--- src/rtl/count_pkg.sv ---
// Shared definitions for the count_monitor block: FSM state encoding,
// default observed-count width and the counter direction encoding.
package count_pkg;

  localparam int WIDTH_DEF = 4;

  typedef enum logic [1:0] {
    ST_SYNC  = 2'd0,
    ST_TRACK = 2'd1,
    ST_FAULT = 2'd2
  } state_e;

  localparam logic CTL_UP   = 1'b0;
  localparam logic CTL_DOWN = 1'b1;

endpackage

--- src/rtl/count_monitor_if.sv ---
// Observation bundle between the counter side (master) and the monitor
// (slave). The master owns control/count; the monitor owns all results.
interface count_monitor_if import count_pkg::*; #(
  parameter int WIDTH = WIDTH_DEF,
  parameter int ERR_W = 8
);

  logic             control;
  logic [WIDTH-1:0] count;
  logic [WIDTH-1:0] expected;
  logic             locked;
  logic             err;
  logic [ERR_W-1:0] err_count;
  logic             wrap_up;
  logic             wrap_down;
  logic             fault;

  modport master (
    output control, count,
    input  expected, locked, err, err_count, wrap_up, wrap_down, fault
  );

  modport slave (
    input  control, count,
    output expected, locked, err, err_count, wrap_up, wrap_down, fault
  );

endinterface

--- src/rtl/sat_counter.sv ---
// Up-counter that sticks at all-ones instead of wrapping.
module sat_counter #(
  parameter int W = 8
) (
  input  logic         clk,
  input  logic         nrst,
  input  logic         inc_i,
  output logic [W-1:0] cnt_o
);

  logic [W-1:0] cnt_q;

  // advance on enable unless already saturated
  always_ff @(posedge clk or negedge nrst) begin
    if (!nrst) begin
      cnt_q <= '0;
    end else if (inc_i && (cnt_q != {W{1'b1}})) begin
      cnt_q <= cnt_q + W'(1);
    end
  end

  assign cnt_o = cnt_q;

endmodule

--- src/rtl/count_monitor.sv ---
// Passive checker for a WIDTH-bit up/down counter. Predicts the next count
// from the last sampled count/direction, flags and tallies mismatches,
// reports wraps and latches a sticky fault after MAX_CONSEC errors in a row.
//
//   state    | meaning
//   ---------+---------------------------------------------------------
//   ST_SYNC  | first edge after reset: capture count/control, no check
//   ST_TRACK | compare every edge, resync by capturing observed value
//   ST_FAULT | sticky fault; still compares and tallies, no wrap pulses
module count_monitor import count_pkg::*; #(
  parameter int WIDTH      = WIDTH_DEF,
  parameter int ERR_W      = 8,
  parameter int MAX_CONSEC = 3
) (
  input  logic            clk,
  input  logic            nrst,
  count_monitor_if.slave  mon
);

  localparam logic [WIDTH-1:0] CNT_MAX    = {WIDTH{1'b1}};
  localparam logic [3:0]       CONSEC_LIM = 4'(MAX_CONSEC);

  state_e           state_q, state_d;
  logic [WIDTH-1:0] cnt_q;
  logic             ctl_q;
  logic [3:0]       consec_q, consec_d;
  logic             err_q, err_d;
  logic             wrap_up_q, wrap_up_d;
  logic             wrap_down_q, wrap_down_d;
  logic [WIDTH-1:0] pred;
  logic             mismatch;
  logic [3:0]       consec_inc;

  // next count implied by last sample, modulo 2^WIDTH
  always_comb begin
    if (ctl_q == CTL_DOWN) begin
      pred = cnt_q - WIDTH'(1);
    end else begin
      pred = cnt_q + WIDTH'(1);
    end
  end

  assign mismatch   = (state_q != ST_SYNC) && (mon.count != pred);
  assign consec_inc = consec_q + 4'd1;

  // FSM next state and per-edge result flags
  always_comb begin
    state_d     = state_q;
    consec_d    = consec_q;
    err_d       = 1'b0;
    wrap_up_d   = 1'b0;
    wrap_down_d = 1'b0;
    case (state_q)
      ST_SYNC: begin
        consec_d = '0;
        state_d  = ST_TRACK;
      end
      ST_TRACK: begin
        if (mismatch) begin
          err_d    = 1'b1;
          consec_d = consec_inc;
          if (consec_inc >= CONSEC_LIM) begin
            state_d = ST_FAULT;
          end
        end else begin
          consec_d    = '0;
          wrap_up_d   = (ctl_q == CTL_UP) && (cnt_q == CNT_MAX) &&
                        (mon.count == '0);
          wrap_down_d = (ctl_q == CTL_DOWN) && (cnt_q == '0) &&
                        (mon.count == CNT_MAX);
        end
      end
      ST_FAULT: begin
        // consec is irrelevant once faulted; only the tally keeps moving
        err_d = mismatch;
      end
      default: begin
        state_d = ST_SYNC;
      end
    endcase
  end

  // state, sample capture and registered result pulses
  always_ff @(posedge clk or negedge nrst) begin
    if (!nrst) begin
      state_q     <= ST_SYNC;
      cnt_q       <= '0;
      ctl_q       <= 1'b0;
      consec_q    <= '0;
      err_q       <= 1'b0;
      wrap_up_q   <= 1'b0;
      wrap_down_q <= 1'b0;
    end else begin
      state_q     <= state_d;
      cnt_q       <= mon.count;
      ctl_q       <= mon.control;
      consec_q    <= consec_d;
      err_q       <= err_d;
      wrap_up_q   <= wrap_up_d;
      wrap_down_q <= wrap_down_d;
    end
  end

  sat_counter #(
    .W (ERR_W)
  ) u_err_cnt (
    .clk   (clk),
    .nrst  (nrst),
    .inc_i (err_d),
    .cnt_o (mon.err_count)
  );

  assign mon.expected  = (state_q == ST_SYNC) ? cnt_q : pred;
  assign mon.locked    = (state_q == ST_TRACK);
  assign mon.fault     = (state_q == ST_FAULT);
  assign mon.err       = err_q;
  assign mon.wrap_up   = wrap_up_q;
  assign mon.wrap_down = wrap_down_q;

endmodule

--- src/flat_wrapper.sv ---
// flat-port wrapper written by rule: the top's interface ports become plain ports
module count_monitor_flat import count_pkg::*;
#(
  parameter int WIDTH      = WIDTH_DEF,
  parameter int ERR_W      = 8,
  parameter int MAX_CONSEC = 3
)
  (clk, nrst, mon_control, mon_count, mon_expected, mon_locked, mon_err, mon_err_count, mon_wrap_up, mon_wrap_down, mon_fault);
  count_monitor_if #(.WIDTH(WIDTH), .ERR_W(ERR_W)) mon_i ();
  input  logic clk;
  input  logic nrst;
  input wire logic [$bits(mon_i.control)-1:0] mon_control;
  input wire logic [$bits(mon_i.count)-1:0] mon_count;
  output wire logic [$bits(mon_i.expected)-1:0] mon_expected;
  output wire logic [$bits(mon_i.locked)-1:0] mon_locked;
  output wire logic [$bits(mon_i.err)-1:0] mon_err;
  output wire logic [$bits(mon_i.err_count)-1:0] mon_err_count;
  output wire logic [$bits(mon_i.wrap_up)-1:0] mon_wrap_up;
  output wire logic [$bits(mon_i.wrap_down)-1:0] mon_wrap_down;
  output wire logic [$bits(mon_i.fault)-1:0] mon_fault;
  assign mon_i.control = mon_control;
  assign mon_i.count = mon_count;
  assign mon_expected = mon_i.expected;
  assign mon_locked = mon_i.locked;
  assign mon_err = mon_i.err;
  assign mon_err_count = mon_i.err_count;
  assign mon_wrap_up = mon_i.wrap_up;
  assign mon_wrap_down = mon_i.wrap_down;
  assign mon_fault = mon_i.fault;
  count_monitor #(.WIDTH(WIDTH), .ERR_W(ERR_W), .MAX_CONSEC(MAX_CONSEC)) u_core (.clk(clk), .nrst(nrst), .mon(mon_i));
endmodule
--- config.mk ---
export PLATFORM = sky130hd
export DESIGN_NAME = count_monitor_flat
export DESIGN_NICKNAME = d
export VERILOG_FILES = /design/src/rtl/count_pkg.sv /design/src/rtl/count_monitor_if.sv /design/src/rtl/sat_counter.sv /design/src/rtl/count_monitor.sv /design/src/flat_wrapper.sv
export SDC_FILE = /design/constraint.sdc
export NUM_CORES = 1
export LEC_CHECK = 0
export ABC_AREA = 1
export CORE_UTILIZATION = 45
export DETAILED_ROUTE_END_ITERATION = 10
export PLACE_DENSITY_LB_ADDON = 0.05
export SYNTH_ARGS = -nofsm -noshare
export SYNTH_HDL_FRONTEND = slang
export SYNTH_SLANG_ARGS = --single-unit
--- constraint.sdc ---
create_clock -name clk -period 2.4 [get_ports clk]
set_input_delay 0.48 -clock clk [delete_from_list [all_inputs] [get_ports clk]]
set_output_delay 0.48 -clock clk [all_outputs]
set_load 0.03 [all_outputs]
==> PnR_summary.wiki <==
{| class="wikitable"
! Metric !! Value
|-
| Status || finished clean
|-
| Max transition margin || 76.90%
|-
| Port Buf Inserts || 23
|-
| Antenna violation net count after detailed routing || 0
|-
| EDFF count, synth || 0
|-
| Area growth syn-to-layout || 25.69%
|-
| XOR/XNOR Fraction of Synth Area || 6.686%
|-
| Power share of the sequential group || 31.9%
|-
| Compound-gate portion of the synthesized area || approximately 3.4%
|-
| Die height || 55.96 um
|-
| Final wirelength || roughly 2500 um
|-
| Root buffer cell || sky130_fd_sc_hd__clkbuf_4
|-
| Synthesis warning total || 0
|-
| Maximum number of buffers from clock root to sink || 2
|-
| Internal power of the cells || roughly 870 uW
|-
| Category of the worst setup path capture point || output port
|-
| Final weighted congestion in routability-driven placement || 0.8755
|-
| Ordered list of cells on the worst path || ha_1 > nand3_1 > inv_1 > nor2_1 > nand2_1 > nand3_1 > o21ai_0 > buf_4
|-
| Total global routing overflow || 0
|-
| Total of flip-flops plus latches after synthesis || 22
|-
| Total number of placement rows || 19
|-
| Fraction of final layout cells with drive strength greater than 1 || 11.17%
|-
| Tightest Pin Transition || about 0.35 ns
|-
| Average wire length per cell after detail routing || 11.17 um
|-
| Launch point of the worst path || u_core.ctl_q$_DFF_PN0_
|-
| Max stage delay on crit path || between 0.4 and 0.5 ns
|-
| CTS H-tree lvls || 1
|-
| Launch point of the worst reg-to-reg path || u_core.ctl_q$_DFF_PN0_
|-
| Post-route minimum period || 2.242 ns
|-
| Synthesized-area fraction occupied by and/or/nand/nor cells || around a third
|-
| Remaining design rule violation count || 0
|-
| Power Density || 976.6 mW/mm2
|-
| Syn Inst Count || 167
|-
| Detailed-route via count || around 1100
|-
| Total core area || 0.002758 mm2
|-
| Met2 Routed Length || ~1100 um
|-
| Total of max-cap violations || 0
|-
| CTS tree || built
|-
| CTS clock-pin slew for the worst setup and hold paths || 0.12 ns
|-
| Top layer reached by signal wires || met4
|-
| Wire length on met1 || 1252 um
|-
| Total track usage || 18.38%
|-
| Net Sw Power || about 740 uW
|-
| CP Data Arrival Time || 1.76 ns
|-
| Multi-input combinational cell area || 680.7 um2
|-
| Clock Skew || ~0.0046 ns
|-
| Worst path required time || about 1.9 ns
|-
| Die area || 0.003131 mm2
|-
| Initial antenna violation count || 0
|-
| Ranking of synthesized cells by area || sky130_fd_sc_hd__dfrtp_1 42%, sky130_fd_sc_hd__nand2_1 15%, sky130_fd_sc_hd__ha_1 7.6%
|-
| Number of vias per cell || 4.873
|-
| Path type of the worst setup path || flop to output port
|-
| Critical path buffer and inverter count || 2
|-
| Switch share || 46.04%
|-
| Primary flip-flop cell chosen by synthesis mapping || sky130_fd_sc_hd__dfrtp_1
|-
| Reg2Reg Setup Slack || ~0.37 ns
|-
| FF-to-FF path depth || 8
|-
| Family with the most delay on the worst path || flip-flops
|-
| Setup-violating endpoint count in the final report || 0
|-
| Dominant cell by count in the synthesized netlist || sky130_fd_sc_hd__nand2_1
|-
| Number of distinct library cells after synthesis || 20
|-
| Maximum resistive drop on vdd || 0.0007082 V
|-
| Yosys top cell by area || sky130_fd_sc_hd__dfrtp_1
|-
| Number of DRC violations after detailed-routing iteration 0 || 28
|-
| Crit-path most repeated cell || sky130_fd_sc_hd__nand3_1
|-
| Global-route wire length before repair || 4567 um
|-
| Worst hold path class || input port to async pin
|-
| Relative contribution of combinational cells to total power || 55.7%
|-
| Share of flip-flops with an asynchronous set or reset || between 90% and 100%
|-
| Average cell area after synthesis || about 7.8 um2
|-
| Portion of netlist area occupied by mux cells || 0%
|-
| Fraction of synthesized cell area taken by the top area cell type || 42.02%
|-
| Clock latency reported for the late side of the worst-skew pair || 0.30 ns
|-
| Largest net degree at the start of global routing || 23
|-
| Total clock sinks || 22
|-
| Mapped cell area || ~0.0013 mm2
|-
| Post-synthesis adder-cell area fraction || 9.169%
|-
| Max-slew violations || 0
|-
| Type of element launching the critical path || flop
|-
| Count of pins on the block boundary || 24
|-
| Top post-synthesis cells by count || 51 x sky130_fd_sc_hd__nand2_1, 24 x sky130_fd_sc_hd__inv_1, 22 x sky130_fd_sc_hd__dfrtp_1, 14 x sky130_fd_sc_hd__nand3_1, 13 x sky130_fd_sc_hd__nor2_1
|-
| Clock buffers created by TritonCTS || 3
|-
| Die boundary width || 55.96 um
|-
| Sequential cell area fraction in the yosys report || 42.02%
|-
| DRT Pass-1 Iters || 4
|-
| Leakage power total || 0.8630 nW
|-
| Total number of nets in the final design || 214
|-
| Detailed placement HPWL || 1933 um
|-
| Maximum clock frequency || ~0.45 GHz
|-
| Post-route setup TNS || 0 ns
|-
| Filler cells || 261
|-
| Vias in the first global route || ~1100
|-
| Met3 Routed Length || 138 um
|-
| Tcrit/Tclk final || between 90% and 100%
|-
| Starting Density || 47.50%
|-
| Fin. Hold Viols || 0
|-
| Combinational family with the most area after synthesis || simple AND/OR/NAND/NOR gates
|-
| CP max FO || 5
|-
| Critical path's slowest cell || sky130_fd_sc_hd__dfrtp_2
|-
| Diode count || 0
|-
| Register cell area after layout || 551.8 um2
|-
| Post-Synthesis Net Count || 183
|-
| Number of buffers added for setup after CTS || 0
|-
| R2r endpoint || u_core.u_err_cnt.cnt_o[5]$_DFFE_PN0P_
|-
| Final cell utilization of the core || 59.71%
|-
| Share of power burned in the clock network || roughly 12%
|}
## power groups by stage
stage | combinational (mW) | sequential (mW) | clock (mW)
5_1_grt | 1.00 | 0.523 | 0.230
3_5_place_dp | 0.923 | 0.519 | 0
4_1_cts | 0.911 | 0.513 | 0.212
2_1_floorplan | 0.539 | 0.583 | 0
3_3_place_gp | 0.906 | 0.516 | 0
6_report | 0.896 | 0.512 | 0.200
## flip-flops by register name, indices dropped and copies added, names as in the netlist
name	flops
u_core.state_q	2
u_core.mon.wrap_up	1
u_core.mon.err	1
u_core.ctl_q	1
u_core.consec_q	4
u_core.mon.wrap_down	1
u_core.u_err_cnt.cnt_o	8
u_core.cnt_q	4
## layout make-up
type	instances	share of cell area, %
well taps	31	2.356
repair buffers	27	15.12
clock buffers	4	2.204
multi-input cells	120	41.34
inverters	24	5.471
flip-flops and latches	22	33.51
## cell usage in the layout (no fill, tap or decap)
cell                              count
sky130_fd_sc_hd__or2_2                1
sky130_fd_sc_hd__dfrtp_1             21
sky130_fd_sc_hd__xor2_1               6
sky130_fd_sc_hd__nor2_4               1
sky130_fd_sc_hd__clkbuf_8             1
sky130_fd_sc_hd__buf_2                1
sky130_fd_sc_hd__o21ai_0              8
sky130_fd_sc_hd__dlymetal6s2s_1       1
sky130_fd_sc_hd__buf_4                5
sky130_fd_sc_hd__nand2_1             51
sky130_fd_sc_hd__ha_4                 1
sky130_fd_sc_hd__xnor2_1              4
sky130_fd_sc_hd__nand4_1              2
sky130_fd_sc_hd__nand3_1             14
sky130_fd_sc_hd__nor3_1               3
sky130_fd_sc_hd__nor2_2               1
sky130_fd_sc_hd__a21oi_2              1
sky130_fd_sc_hd__inv_1               24
sky130_fd_sc_hd__dfrtp_2              1
sky130_fd_sc_hd__nand2_2              2
sky130_fd_sc_hd__nor2_1              13
sky130_fd_sc_hd__clkdlybuf4s50_1     18
sky130_fd_sc_hd__fa_1                 1
sky130_fd_sc_hd__nand3_2              3
sky130_fd_sc_hd__ha_1                 7
sky130_fd_sc_hd__clkbuf_2             1
sky130_fd_sc_hd__dlygate4sd2_1        1
sky130_fd_sc_hd__nand3b_1             1
sky130_fd_sc_hd__clkbuf_4             3
## what timing repair did
action,CTS,global route
pin swaps,0,0
gates resized for setup,7,8
endpoints found under the setup margin,3,4
hold buffers,0,0
## metal layers
layer | GRT usage (%) | vias to the layer above
met4 | 3.484 | 0
li1 | - | 579
met5 | 0 | -
met3 | 5.581 | 2
met2 | 28.74 | 27
met1 | 25.56 | 503
## per-stage QoR
| stage | hold slack [ns] | instance area [um2] | std cells | setup slack, ns | total power [mW] |
|---|---|---|---|---|---|
| 2_1_floorplan | 0.1844 | 1310 | 167 | 0.2419 | 1.121 |
| 3_3_place_gp | 0.4916 | 1602 | 224 | 0.08324 | 1.422 |
| 3_5_place_dp | 0.5140 | 1602 | 224 | 0.04393 | 1.443 |
| 4_1_cts | 0.5163 | 1638 | 228 | 0.01438 | 1.636 |
| 5_1_grt | 0.5289 | 1647 | 228 | -0.01176 | 1.757 |
| 6_report | 0.5096 | 1647 | 228 | 0.1575 | 1.608 |
## cells by family after synthesis
kind of cell / count (synthesis)
XOR/XNOR: 10
AO/OA/AOI/OAI: 9
adder cells (fa/ha/maj): 9
flip-flops: 22
buffers and inverters: 25
AND/OR/NAND/NOR: 92
## how the worst max path moves through the flow
stage	endpoint	slack [ns]	cells after the start
after floorplan	mon_expected[2]	0.24	4
after global placement	mon_expected[2]	0.08	5
after detailed placement	mon_expected[2]	0.04	5
after CTS	mon_locked	0.01	3
after global routing	mon_expected[3]	-0.01	8
final	mon_expected[3]	0.16	8
(Power assumes the default switching activity.)
==> variant 1: new RTL, same flow settings <==
Make the reset (`nrst`) synchronous in 2 clocked blocks.
--- a/src/rtl/sat_counter.sv
+++ b/src/rtl/sat_counter.sv
@@ -11,7 +11,7 @@
   logic [W-1:0] cnt_q;
 
   // advance on enable unless already saturated
-  always_ff @(posedge clk or negedge nrst) begin
+  always_ff @(posedge clk) begin
     if (!nrst) begin
       cnt_q <= '0;
     end else if (inc_i && (cnt_q != {W{1'b1}})) begin
--- a/src/rtl/count_monitor.sv
+++ b/src/rtl/count_monitor.sv
@@ -81,7 +81,7 @@
   end
 
   // state, sample capture and registered result pulses
-  always_ff @(posedge clk or negedge nrst) begin
+  always_ff @(posedge clk) begin
     if (!nrst) begin
       state_q     <= ST_SYNC;
       cnt_q       <= '0;
Function: differs if nrst is asserted again (counterexample within 4 cycles, from zero or initial values and one cycle with nrst low); with nrst held inactive, the same outputs for 10 cycles.
==> variant 1 against the original RTL <==
Via count rose by 4.1%; cell area fell by 3.9%; routed wire length rose by 4.5%; setup slack got worse by 0.0078 ns; sequential cell count did not move; area after synthesis fell by 3.9%.
Power is not compared: it rests on default switching activity, and its combinational part moved more than twofold at a synthesized area within 25%.
==> variant 1: results (changes against the original RTL) <==
* First-pass GRT wire length at 4180 um (-8.5%)
* GRT Overall Usage at 19.9% (+1.5 points)
* Synth cell types at 21 (+5.0%)
* Slowest cell on the critical path: dfxtp_2
* Clock Skew at 0.00598 ns (+0.00134 ns)
* Vias per std cell at 4.88 (+0.19%)
* Initial antenna violation count at 0 (unchanged)
* CTS root buffer: clkbuf_4
* Clock Power Share at 32.4%
* Cells after DPL at 233 (+4.0%)
* Status: finished, final reports clean
* Worst flop-to-flop path endpoint: u_core.u_err_cnt.cnt_o[3]
* Pwr/cell area at 547 nW/um^2
* Post-synth ARST share at 0% (-100 points)
* Final Cycle Share at 93.8% (+0.33 points)
* Least-Margin Pin Slew at 0.371 ns (+0.0256 ns)
* Commonest cells post-synth: 47 x nand2_1, 26 x inv_1, 22 x dfxtp_1
* Max incr delay on CP at 0.37 ns (-0.11 ns)
* Hold Crit Class: flop to flop
* Largest cells by area after synthesis: dfxtp_1 35%, nand2_1 14%, ha_1 8.0%, inv_1 7.8%, a21oi_1 6.4%
* Hold_ws at 0.491 ns (-0.0182 ns)
* Global placer's final weighted congestion at 0.779 (-11%)
* Largest net degree at the start of global routing at 14 (-39%)
* Hold Startpoint: u_core.u_err_cnt.cnt_o[7]
* Detailed Place HPWL at 2070 um (+7.1%)
* Antenna Cells at 0 (unchanged)
* Layout net count at 224 (+4.7%)
* Max reg flops at 8 (unchanged)
* Static Leak at 0.707 nW
* Pre-CTS setup slack at -0.0105 ns (-0.0544 ns)
* DP Area at 1540 um^2 (-3.8%)
* DR WL/cell at 11.2 um (+0.51%)
* Starting DRT DRC Count at 27 (-3.6%)
* Clock transition at the registers of the reported paths at 0.12 ns (about the same)
* Critical path class: flop to output port
* Comb power at 199 uW
* Total internal power at 619 uW
* Most common flop cell mapped by yosys: dfxtp_1
* Worst reg2reg path depth at 8 (unchanged)
* Share of layout cells above drive strength 1 at 8.21% (-3.0 points)
* First-pass DRT Iterations at 4 (unchanged)
* Crit Reg-Reg Startpoint: u_core.ctl_q
* Syn nets at 195 (+6.6%)
* Vias in the first global route at 1000 (-5.3%)
* R2r setup slk at 0.39 ns (+0.02 ns)
* Vias at 1157 (+4.1%)
* Cells after Synth at 179 (+7.2%)
* Post_cts resized at 4 (-3)
* Post-synthesis sequential area ratio at 35.0% (-7.0 points)
[variant 1: area by class of cell]
class,count,area [um^2]
Clock buffer,3,22.5
Clock inverter,1,30.0
Fill cell,237,985
Inverter,27,101
Multi-Input combinational cell,128,709
Sequential cell,22,442
Tap cell,30,37.5
Timing Repair Buffer,26,240
[variant 1: cells by family (layout without fill, tap and decap cells)]
logic type | count (synthesis) | count (layout) | synth area share [%]
and+or+nand+nor | 88 | 88 | 31.5
AOI/OAI and AO/OA | 21 | 21 | 8.35
xor gates and xnor gates | 10 | 10 | 6.96
DFF | 22 | 22 | 35.0
adders and majority gates | 9 | 9 | 9.54
buffers and inverters | 29 | 57 | 8.65
[variant 1: metal layers]
layer  global-route usage (%)  up-vias  routed length, um  part of all wire (%)
li1                         -      621                  -                     -
met1                     25.8      497               1290                    49
met2                     32.9       35               1200                    45
met3                     3.33        4                149                   5.6
met4                     6.41        0                 23                  0.86
met5                        0        -                  0                     0
==> variant 2: new RTL, config.mk and constraints unchanged <==
Made on the original files. `WIDTH_DEF`: 4 -> 5.
--- a/src/rtl/count_pkg.sv
+++ b/src/rtl/count_pkg.sv
@@ -2,7 +2,7 @@
 // default observed-count width and the counter direction encoding.
 package count_pkg;
 
-  localparam int WIDTH_DEF = 4;
+  localparam int WIDTH_DEF = 5;
 
   typedef enum logic [1:0] {
     ST_SYNC  = 2'd0,
Interface: changed (resized mon_count and mon_expected); port bits go from 24 to 26. No check against the original RTL was run, so the function may have changed too.
==> variant 2 against the original RTL <==
Area after synthesis rose by 9.7%; setup slack got worse by 0.072 ns; non-clock buffer count rose by 6; power rose by 12%; cell area rose by 12%; routed wire length rose by 24%; sequential cell count rose by 1; largest cell class unchanged.
==> variant 2: results (changes against the original RTL) <==
* Detailed Place HPWL at 2330 um (+20%)
* Global placer's final weighted congestion at 0.783 (-11%)
* Crit-path leading delay family: buffers and inverters
* Layout net count at 236 (+10%)
* Hold Vio Cnt, Final at 0 (unchanged)
* Post-synthesis sequential area ratio at 40.0% (-2.0 points)
* Largest net degree at the start of global routing at 24 (+4.3%)
* Critical Path AT at 1.83 ns (+0.07 ns)
* Syn nets at 201 (+9.8%)
* Vias per std cell at 4.97 (+2.1%)
* Maximum clock path buffer count at 2 (unchanged)
* DR WL/cell at 12.1 um (+8.2%)
* Buffers on Ports at 25 (+8.7%)
* Met3 Use GR at 2.20% (-3.4 points)
* Max incr delay on CP at 0.69 ns (+0.21 ns)
* GRT Overall Usage at 20.4% (+2.0 points)
* Grt met2 use at 34.6% (+5.9 points)
* Met3 routed WL at 113 um (-18%)
* Met2 wire len at 1510 um (+33%)
* Static Leak at 0.913 nW (+5.8%)
* Commonest cells post-synth: 52 x nand2_1, 24 x inv_1, 23 x dfrtp_1
* Largest cells by area after synthesis: dfrtp_1 40%, nand2_1 14%, ha_1 7.8%, nand3_1 7.7%, inv_1 6.3%
* Cells after Synth at 183 (+9.6%)
* Share of layout cells above drive strength 1 at 14.7% (+3.6 points)
* Post-synthesis adder-cell area fraction at 9.23% (+0.056 points)
* Synth cell types at 23 (+15%)
* Compound-cell area share of the yosys netlist at 4.00% (+0.57 points)
* Critical path fanouts, max at 3 (-2)
* Vias in the first global route at 1234 (+17%)
* Metal1 wirelength at 1510 um (+21%)
* Starting DRT DRC Count at 95 (+240%)
* Uppermost layer routed: met4
* Fill cell count at 294 (+13%)
* First-pass DRT Iterations at 4 (unchanged)
* DRT Wirelength at 3160 um (+24%)
* VDD IR max at 0.562 mV (-21%)
* Max Slew Vio Count at 0 (unchanged)
* Slowest cell on the critical path: clkdlybuf4s50_1
* Status: finished, final reports clean
* Mux contribution to synthesized area at 0% (unchanged)
* Clock Latency Late Sink at 0.31 ns
* Synth Area in XOR/XNOR at 5.48% (-1.2 points)
* Clock Skew at 0.00465 ns (+0.00000860 ns)
* GR met1 Demand/Resource at 27.6% (+2.0 points)
* Cells after DPL at 251 (+12%)
* Least-Margin Pin Slew at 0.417 ns (+0.0712 ns)
* First-pass GRT wire length at 5380 um (+18%)
-- variant 2: cell count changes after synthesis, sizes merged, moves of 2 or more --
cell / unedited run / this run
nand4: 2 / 11
o21ai: 8 / 5
nor4: 0 / 2
buf: 0 / 2
a21oi: 1 / 3
nand3: 17 / 24
nor2: 15 / 10
-- variant 2: metrics by stage --
| stage | worst slack, ns | util (%) | instance area [um^2] | power, mW |
|---|---|---|---|---|
| after CTS | 0.0264 | 58.4 | 1780 | 1.75 |
| after detailed placement | 0.137 | 56.6 | 1730 | 1.56 |
| after floorplan | 0.0520 | - | 1440 | 1.25 |
| after global placement | 0.155 | 56.6 | 1730 | 1.54 |
| after global routing | -0.0147 | 60.2 | 1840 | 1.94 |
| final | 0.0857 | 60.2 | 1840 | 1.80 |
-- variant 2: final cells by class --
| cell class | instances | area share, % |
|---|---|---|
| multi-input combinational | 133 | 42.5 |
| sequential | 23 | 31.5 |
| timing repair buffer | 33 | 16.6 |
| inverter | 24 | 4.90 |
| tap | 44 | 3.00 |
| clock buffer | 3 | 1.23 |
| clock inverter | 1 | 0.272 |
-- variant 2: worst paths after layout --
kind | slack, ns | depth (start not counted) | to | from
hold / removal | 0.50 | 2 | u_core.cnt_q[2] | nrst
hold reg to reg | 0.51 | 2 | u_core.u_err_cnt.cnt_o[4] | u_core.u_err_cnt.cnt_o[4]
max in group asynchronous | 1.65 | 2 | u_core.ctl_q | nrst
setup reg to reg | 0.24 | 12 | u_core.u_err_cnt.cnt_o[5] | u_core.ctl_q
setup / recovery | 0.09 | 4 | mon_expected[0] | u_core.state_q[0]
min in group clk | 0.51 | 2 | u_core.u_err_cnt.cnt_o[4] | u_core.u_err_cnt.cnt_o[4]
-- variant 2: cell families after synthesis --
| logic type | Yosys count |
|---|---|
| xor gates and xnor gates | 9 |
| and+or+nand+nor | 104 |
| adders and majority gates | 10 |
| buffers and inverters | 27 |
| AOI/OAI and AO/OA | 10 |
| DFF | 23 |
-- variant 2: power breakdown --
part           internal [mW]  switching, mW  total, mW  leakage (nW)
logic                  0.419          0.660       1.08         0.601
registers              0.463         0.0769      0.540         0.294
clock network         0.0622          0.117      0.180        0.0177
total                  0.944          0.855       1.80         0.913
-- variant 2: repair_timing --
| action | 4_1_cts | 5_1_grt |
|---|---|---|
| hold buffers | 0 | 0 |
| buffers inserted | 1 | 5 |
| resized for setup | 5 | 6 |
| endpoints found under the setup margin | 1 | 10 |
| endpoints found under the hold margin | 0 | 0 |
| pin swaps | 0 | 2 |
-- variant 2: worst register-to-register path: stages, from the launching register on --
cell and delay, ns:
dfrtp_2 0.49, ha_2 0.41, nand3_1 0.12, nand2_1 0.08
nand2_1 0.06, nand2_1 0.10, nand2_1 0.06, nand2_1 0.10
nor2_2 0.07, nor2_4 0.22, nand3_2 0.20, nand2_1 0.11
nand2_1 0.06
